`src/rtl/data_packer_pkg.sv`:
```
// Shared constants and width helper for the data_packer block.
package data_packer_pkg;

  localparam int DATA_W2_DEF = 5;
  localparam int PACK_N_DEF  = 4;

  function automatic int cnt_width(input int n);
    return $clog2(n + 1);
  endfunction

endpackage

```
`src/rtl/data_packer_if.sv`:
```
// Word-stream input, packet valid/ready output and status bundle of data_packer.
interface data_packer_if
  import data_packer_pkg::*;
#(
  parameter int DATA_W2 = DATA_W2_DEF,
  parameter int PACK_N  = PACK_N_DEF
) ();

  localparam int CNT_W = cnt_width(PACK_N);
  localparam int PKT_W = PACK_N * DATA_W2;

  logic [DATA_W2-1:0] data_in;
  logic               data_en;
  logic               flush;
  logic               ovf_clr;
  logic [PKT_W-1:0]   pack_out;
  logic [CNT_W-1:0]   pack_len;
  logic               pack_valid;
  logic               pack_ready;
  logic               overflow;
  logic [CNT_W-1:0]   asm_cnt;

  modport slave (
    input  data_in, data_en, flush, ovf_clr, pack_ready,
    output pack_out, pack_len, pack_valid, overflow, asm_cnt
  );

  modport master (
    output data_in, data_en, flush, ovf_clr, pack_ready,
    input  pack_out, pack_len, pack_valid, overflow, asm_cnt
  );

endinterface

```
`src/rtl/data_packer_pack_hold_reg.sv`:
```
// Output holding register: loads a packet, keeps it stable until the consumer takes it.
module pack_hold_reg #(
  parameter int PKT_W = 20,
  parameter int CNT_W = 3
) (
  input  logic             clk,
  input  logic             rst,
  input  logic             load_i,
  input  logic [PKT_W-1:0] load_data_i,
  input  logic [CNT_W-1:0] load_len_i,
  input  logic             ready_i,
  output logic [PKT_W-1:0] data_o,
  output logic [CNT_W-1:0] len_o,
  output logic             valid_o
);

  logic [PKT_W-1:0] data_q;
  logic [CNT_W-1:0] len_q;
  logic             valid_q;

  // Load has priority; a plain drain only drops valid, data/len keep their last values.
  always_ff @(posedge clk or posedge rst) begin
    if (rst) begin
      data_q  <= '0;
      len_q   <= '0;
      valid_q <= 1'b0;
    end else if (load_i) begin
      data_q  <= load_data_i;
      len_q   <= load_len_i;
      valid_q <= 1'b1;
    end else if (valid_q && ready_i) begin
      valid_q <= 1'b0;
    end else begin
      valid_q <= valid_q;
    end
  end

  assign data_o  = data_q;
  assign len_o   = len_q;
  assign valid_o = valid_q;

endmodule

```
`src/rtl/data_packer.sv`:
```
// Packs PACK_N strobed words into one packet; drops and flags words when both stages are full.
module data_packer
  import data_packer_pkg::*;
#(
  parameter int DATA_W2 = DATA_W2_DEF,
  parameter int PACK_N  = PACK_N_DEF
) (
  input  logic          clk,
  input  logic          rst,
  data_packer_if.slave  bus
);

  localparam int CNT_W = cnt_width(PACK_N);
  localparam int PKT_W = PACK_N * DATA_W2;

  logic [PKT_W-1:0] asm_buf_q, asm_buf_d;
  logic [CNT_W-1:0] asm_cnt_q, asm_cnt_d;
  logic             asm_closed_q, asm_closed_d;
  logic             ovf_q, ovf_d;

  logic             pack_valid_s;
  logic             drain_s;
  logic             out_free_s;
  logic             xfer_s;
  logic             drop_s;

  // Handshake terms deciding whether the closed buffer moves to the output stage.
  always_comb begin
    drain_s    = pack_valid_s & bus.pack_ready;
    out_free_s = ~pack_valid_s | drain_s;
    xfer_s     = asm_closed_q & out_free_s;
  end

  // Assembly next state: transfer empties the buffer first, so a same-cycle word lands in slot 0.
  always_comb begin
    asm_buf_d    = xfer_s ? '0 : asm_buf_q;
    asm_cnt_d    = xfer_s ? '0 : asm_cnt_q;
    asm_closed_d = xfer_s ? 1'b0 : asm_closed_q;
    drop_s       = 1'b0;
    if (bus.data_en) begin
      if (asm_closed_d) begin
        drop_s = 1'b1;
      end else begin
        for (int i = 0; i < PACK_N; i++) begin
          if (CNT_W'(i) == asm_cnt_d) begin
            asm_buf_d[i*DATA_W2 +: DATA_W2] = bus.data_in;
          end else begin
            asm_buf_d[i*DATA_W2 +: DATA_W2] = asm_buf_d[i*DATA_W2 +: DATA_W2];
          end
        end
        asm_cnt_d    = asm_cnt_d + CNT_W'(1);
        asm_closed_d = (asm_cnt_d == CNT_W'(PACK_N));
      end
    end else begin
      drop_s = 1'b0;
    end
    if (bus.flush && (asm_cnt_d != '0) && !asm_closed_d) begin
      asm_closed_d = 1'b1;
    end else begin
      asm_closed_d = asm_closed_d;
    end
    if (drop_s) begin
      ovf_d = 1'b1;
    end else if (bus.ovf_clr) begin
      ovf_d = 1'b0;
    end else begin
      ovf_d = ovf_q;
    end
  end

  // Assembly buffer and sticky overflow registers.
  always_ff @(posedge clk or posedge rst) begin
    if (rst) begin
      asm_buf_q    <= '0;
      asm_cnt_q    <= '0;
      asm_closed_q <= 1'b0;
      ovf_q        <= 1'b0;
    end else begin
      asm_buf_q    <= asm_buf_d;
      asm_cnt_q    <= asm_cnt_d;
      asm_closed_q <= asm_closed_d;
      ovf_q        <= ovf_d;
    end
  end

  pack_hold_reg #(
    .PKT_W (PKT_W),
    .CNT_W (CNT_W)
  ) u_hold (
    .clk         (clk),
    .rst         (rst),
    .load_i      (xfer_s),
    .load_data_i (asm_buf_q),
    .load_len_i  (asm_cnt_q),
    .ready_i     (bus.pack_ready),
    .data_o      (bus.pack_out),
    .len_o       (bus.pack_len),
    .valid_o     (pack_valid_s)
  );

  assign bus.pack_valid = pack_valid_s;
  assign bus.asm_cnt    = asm_cnt_q;
  assign bus.overflow   = ovf_q;

endmodule

```
`src/flat_wrapper.sv`:
```
// flat-port wrapper written by rule: the top's interface ports become plain ports
module data_packer_flat import data_packer_pkg::*;
#(
  parameter int DATA_W2 = DATA_W2_DEF,
  parameter int PACK_N  = PACK_N_DEF
)
  (clk, rst, bus_data_in, bus_data_en, bus_flush, bus_ovf_clr, bus_pack_ready, bus_pack_out, bus_pack_len, bus_pack_valid, bus_overflow, bus_asm_cnt);
  data_packer_if #(.DATA_W2(DATA_W2), .PACK_N(PACK_N)) bus_i ();
  input  logic clk;
  input  logic rst;
  input wire logic [$bits(bus_i.data_in)-1:0] bus_data_in;
  input wire logic [$bits(bus_i.data_en)-1:0] bus_data_en;
  input wire logic [$bits(bus_i.flush)-1:0] bus_flush;
  input wire logic [$bits(bus_i.ovf_clr)-1:0] bus_ovf_clr;
  input wire logic [$bits(bus_i.pack_ready)-1:0] bus_pack_ready;
  output wire logic [$bits(bus_i.pack_out)-1:0] bus_pack_out;
  output wire logic [$bits(bus_i.pack_len)-1:0] bus_pack_len;
  output wire logic [$bits(bus_i.pack_valid)-1:0] bus_pack_valid;
  output wire logic [$bits(bus_i.overflow)-1:0] bus_overflow;
  output wire logic [$bits(bus_i.asm_cnt)-1:0] bus_asm_cnt;
  assign bus_i.data_in = bus_data_in;
  assign bus_i.data_en = bus_data_en;
  assign bus_i.flush = bus_flush;
  assign bus_i.ovf_clr = bus_ovf_clr;
  assign bus_i.pack_ready = bus_pack_ready;
  assign bus_pack_out = bus_i.pack_out;
  assign bus_pack_len = bus_i.pack_len;
  assign bus_pack_valid = bus_i.pack_valid;
  assign bus_overflow = bus_i.overflow;
  assign bus_asm_cnt = bus_i.asm_cnt;
  data_packer #(.DATA_W2(DATA_W2), .PACK_N(PACK_N)) u_core (.clk(clk), .rst(rst), .bus(bus_i));
endmodule
```
`config.mk`:
```
export PLATFORM = sky130hd
export DESIGN_NAME = data_packer_flat
export DESIGN_NICKNAME = d
export VERILOG_FILES = /design/src/rtl/data_packer_pkg.sv /design/src/rtl/data_packer_if.sv /design/src/rtl/data_packer_pack_hold_reg.sv /design/src/rtl/data_packer.sv /design/src/flat_wrapper.sv
export SDC_FILE = /design/constraint.sdc
export NUM_CORES = 1
export LEC_CHECK = 0
export ABC_AREA = 1
export CORE_MARGIN = 5
export CORE_UTILIZATION = 53
export CTS_BUF_LIST = sky130_fd_sc_hd__clkbuf_4 sky130_fd_sc_hd__clkbuf_8
export DETAILED_ROUTE_END_ITERATION = 8
export PLACE_DENSITY = 0.81
export SLEW_MARGIN = 5
export SYNTH_ARGS = -nofsm -noshare
export SYNTH_HDL_FRONTEND = slang
export SYNTH_SLANG_ARGS = --single-unit
```
`constraint.sdc`:
```
create_clock -name clk -period 3.48 [get_ports clk]
set_input_delay 0.87 -clock clk [delete_from_list [all_inputs] [get_ports clk]]
set_output_delay 0.87 -clock clk [all_outputs]
set_load 0.02 [all_outputs]
```
==> results.cfg <==
[worst_setup_path]
cp.arrival_ps = 2650
cp_max_fo = 11
crit-reg2reg-launch = u_core.u_hold.valid_o$_DFFE_PP0P_
critical_path_required_ps = 3670
crit_type = input port to flop
crit_path_start_kind = input port
endpoint_kind = flop
crit_start = bus_pack_ready

[clock_tree]
cts.sinks = 49
cts_resized = 0
holdBufCountCts = 0
clk-insertion-delay-late_ps = 300
clk_path_buf_depth = 2
cts_made_buffers = 5
htree_levels = 2
cts_setup_buffers = 0
clkTransAtPathRegs_ps = 90
cts-root-buf = clkbuf_8
cts_tree = built

[synthesis]
synth_top_area_share_pct = 58.33
synth_edf_count = 0
yosys-top-cells-area = dfrtp_1, nand2_1, nand3_1, o21ai_1, inv_1
yosysTopAreaCell = dfrtp_1
ys.flop_type = dfrtp_1
syn_nets = 234
synthArstFlopShare_pct = 100.0
synth_cells = 218
yosysWarnings = 0
synth_common_cells = nand2_1, dfrtp_1, nand3_1
synth_most_common_cell = nand2_1
syn_avg_cell_area_um2 = 9.642
seq_area_frac_synth_pct = 58.33
synth-seq-cells = 49
syn_area_um2 = 2102
yosysUniqueCellTypes = 23

[detailed_routing]
wl_mm = 4.081
vias = 1560
ant_nets = 0
wl_per_cell_um = 13.29
firstDrtPassIters = 4
dr.first_iter.drc_count = 131
drcViolationCount = 0
vias_per_cell = 5.081

[power]
powerDensity_nw_per_um2 = 937.3
vdd_drop_max_mv = 0.5399
p_leak_nw = 1.331

[timing]
max_freq_mhz = 406.8
setup_viol = 0
fin_skew_ps = 9.359
final.min_clock_period_ps = 2458
final_max_slew_viol_count = 0
tightest_slew_ps = 966.9
hold_ws_ps = 463.5
period_share_pct = 70.64
rsz0062_at_grt = no
slew_headroom_pct = 35.45
hold_violations = 0
setup_tns_ps = 0
setup_ws_ps = 1022

[final_layout]
layout-drive-gt1-share_pct = 10.81
diodes = 0
multiInputGateArea_um2 = 738.2
regArea_um2 = 1226
fillCellCount = 307
area_growth_pct = 24.94
nets = 274

[min_path]
hold_start = u_core.asm_buf_q[2]$_DFF_PP0_
worstHoldPathType = flop to flop

[floorplan]
die_y_um = 72.98
io_pins = 39
dieArea_um2 = 5325
die_w_um = 72.98
rows = 22
start_util_pct = 56.15
coreArea_um2 = 3744

[grt]
gr-total-overflow = 0
antenna_found_initial = 0
grt_max_degree = 50
grtUsageTotal_pct = 17.17
grt_pass1_vias = 1545
grt_pass1_wl_mm = 7.093

[outcome]
status = complete, no violations

[place]
preCtsSetupSlack_ps = 700.4
dp_hpwl_mm = 2.785
gp_congestion = 0.7923
io_buffers = 38

[flow_run]
cap_violations = 0
## cells in the final DEF, fill, tap and decap left out, drive strengths merged
cell | netlist | final
inv | 21 | 21
o21ai | 22 | 22
buf | 7 | 2
bufinv | 0 | 1
nor2 | 2 | 2
o22ai | 1 | 1
dfrtp | 49 | 49
nand3b | 1 | 1
a21oi | 1 | 1
nand2 | 82 | 82
clkdlybuf4s50 | 0 | 38
clkbuf | 0 | 7
o21bai | 1 | 1
nand3 | 26 | 26
ha | 5 | 5
## cells by family (layout without fill, tap and decap cells)
group                      Yosys count  in the layout  share of synthesized area [%]
AOI/OAI and AO/OA                   25             25                          6.667
and+or+nand+nor                    111            111                          25.48
DFF                                 49             49                          58.33
buffers and inverters               28             69                          6.548
adders and majority gates            5              5                          2.976
## final cells by class
cell class,count,share of cell area [%]
flip-flops and latches,49,46.69
repair buffers,40,15.05
clock buffers,7,3.430
inverters,21,3.287
clock inverters,1,1.143
well taps,48,2.287
multi-input cells,141,28.11
## registers in the layout, indices dropped and copies added, names as in the netlist
signal / flops
u_core.asm_buf_q: 20
u_core.u_hold.data_o: 20
u_core.bus.asm_cnt: 3
u_core.u_hold.len_o: 3
u_core.asm_closed_q: 1
u_core.bus.overflow: 1
u_core.u_hold.valid_o: 1
## critical path, stage by stage
cell and delay [ps]:
clkdlybuf4s50_1 410, inv_2 100, nand2_2 60, nand2_2 210, nand2_1 180, ha_1 320, nand3b_1 150, nand2_1 90
nand2_1 50, o21bai_1 140, nand2_1 60
## path summary, 6_finish.rpt
check | endpoint | cells after the start | slack, ps
worst max-delay path | u_core.asm_closed_q$_DFF_PP0_ | 11 | 1020
worst min-delay path | u_core.u_hold.data_o[2]$_DFFE_PP0P_ | 2 | 460
worst max register to register | u_core.asm_closed_q$_DFF_PP0_ | 9 | 1590
worst min register to register | u_core.u_hold.data_o[2]$_DFFE_PP0P_ | 2 | 460
max in group asynchronous | u_core.u_hold.data_o[19]$_DFFE_PP0P_ | 2 | 1760
min in group asynchronous | u_core.asm_buf_q[8]$_DFF_PP0_ | 2 | 1100
## routing by layer
layer / GRT usage, % / part of all wire [%] / wire (um) / vias up
met5: 0 / 0 / 0 / -
met4: 5.738 / 1.4 / 59 / 0
met3: 4.270 / 5.5 / 224 / 7
met2: 28.66 / 50 / 2051 / 35
met1: 21.81 / 43 / 1746 / 741
li1: - / - / - / 777
## per-stage QoR
step | util (%) | cell area (um^2) | power (mW) | cells
final | 70.15 | 2626 | 2.462 | 307
after global routing | 70.15 | 2626 | 2.639 | 307
after CTS | 70.15 | 2626 | 2.484 | 307
after detailed placement | 66.95 | 2506 | 2.055 | 299
after global placement | 66.95 | 2506 | 2.019 | 299
after floorplan | - | 2102 | 1.670 | 218
## power breakdown
group	switching, mW	total, mW	internal [mW]	leakage [nW]
clock	0.180	0.422	0.242	0.0619
combinational	0.642	1.08	0.442	0.618
sequential	0.146	0.955	0.809	0.651
total	0.968	2.46	1.49	1.33
(Power assumes the default switching activity.)
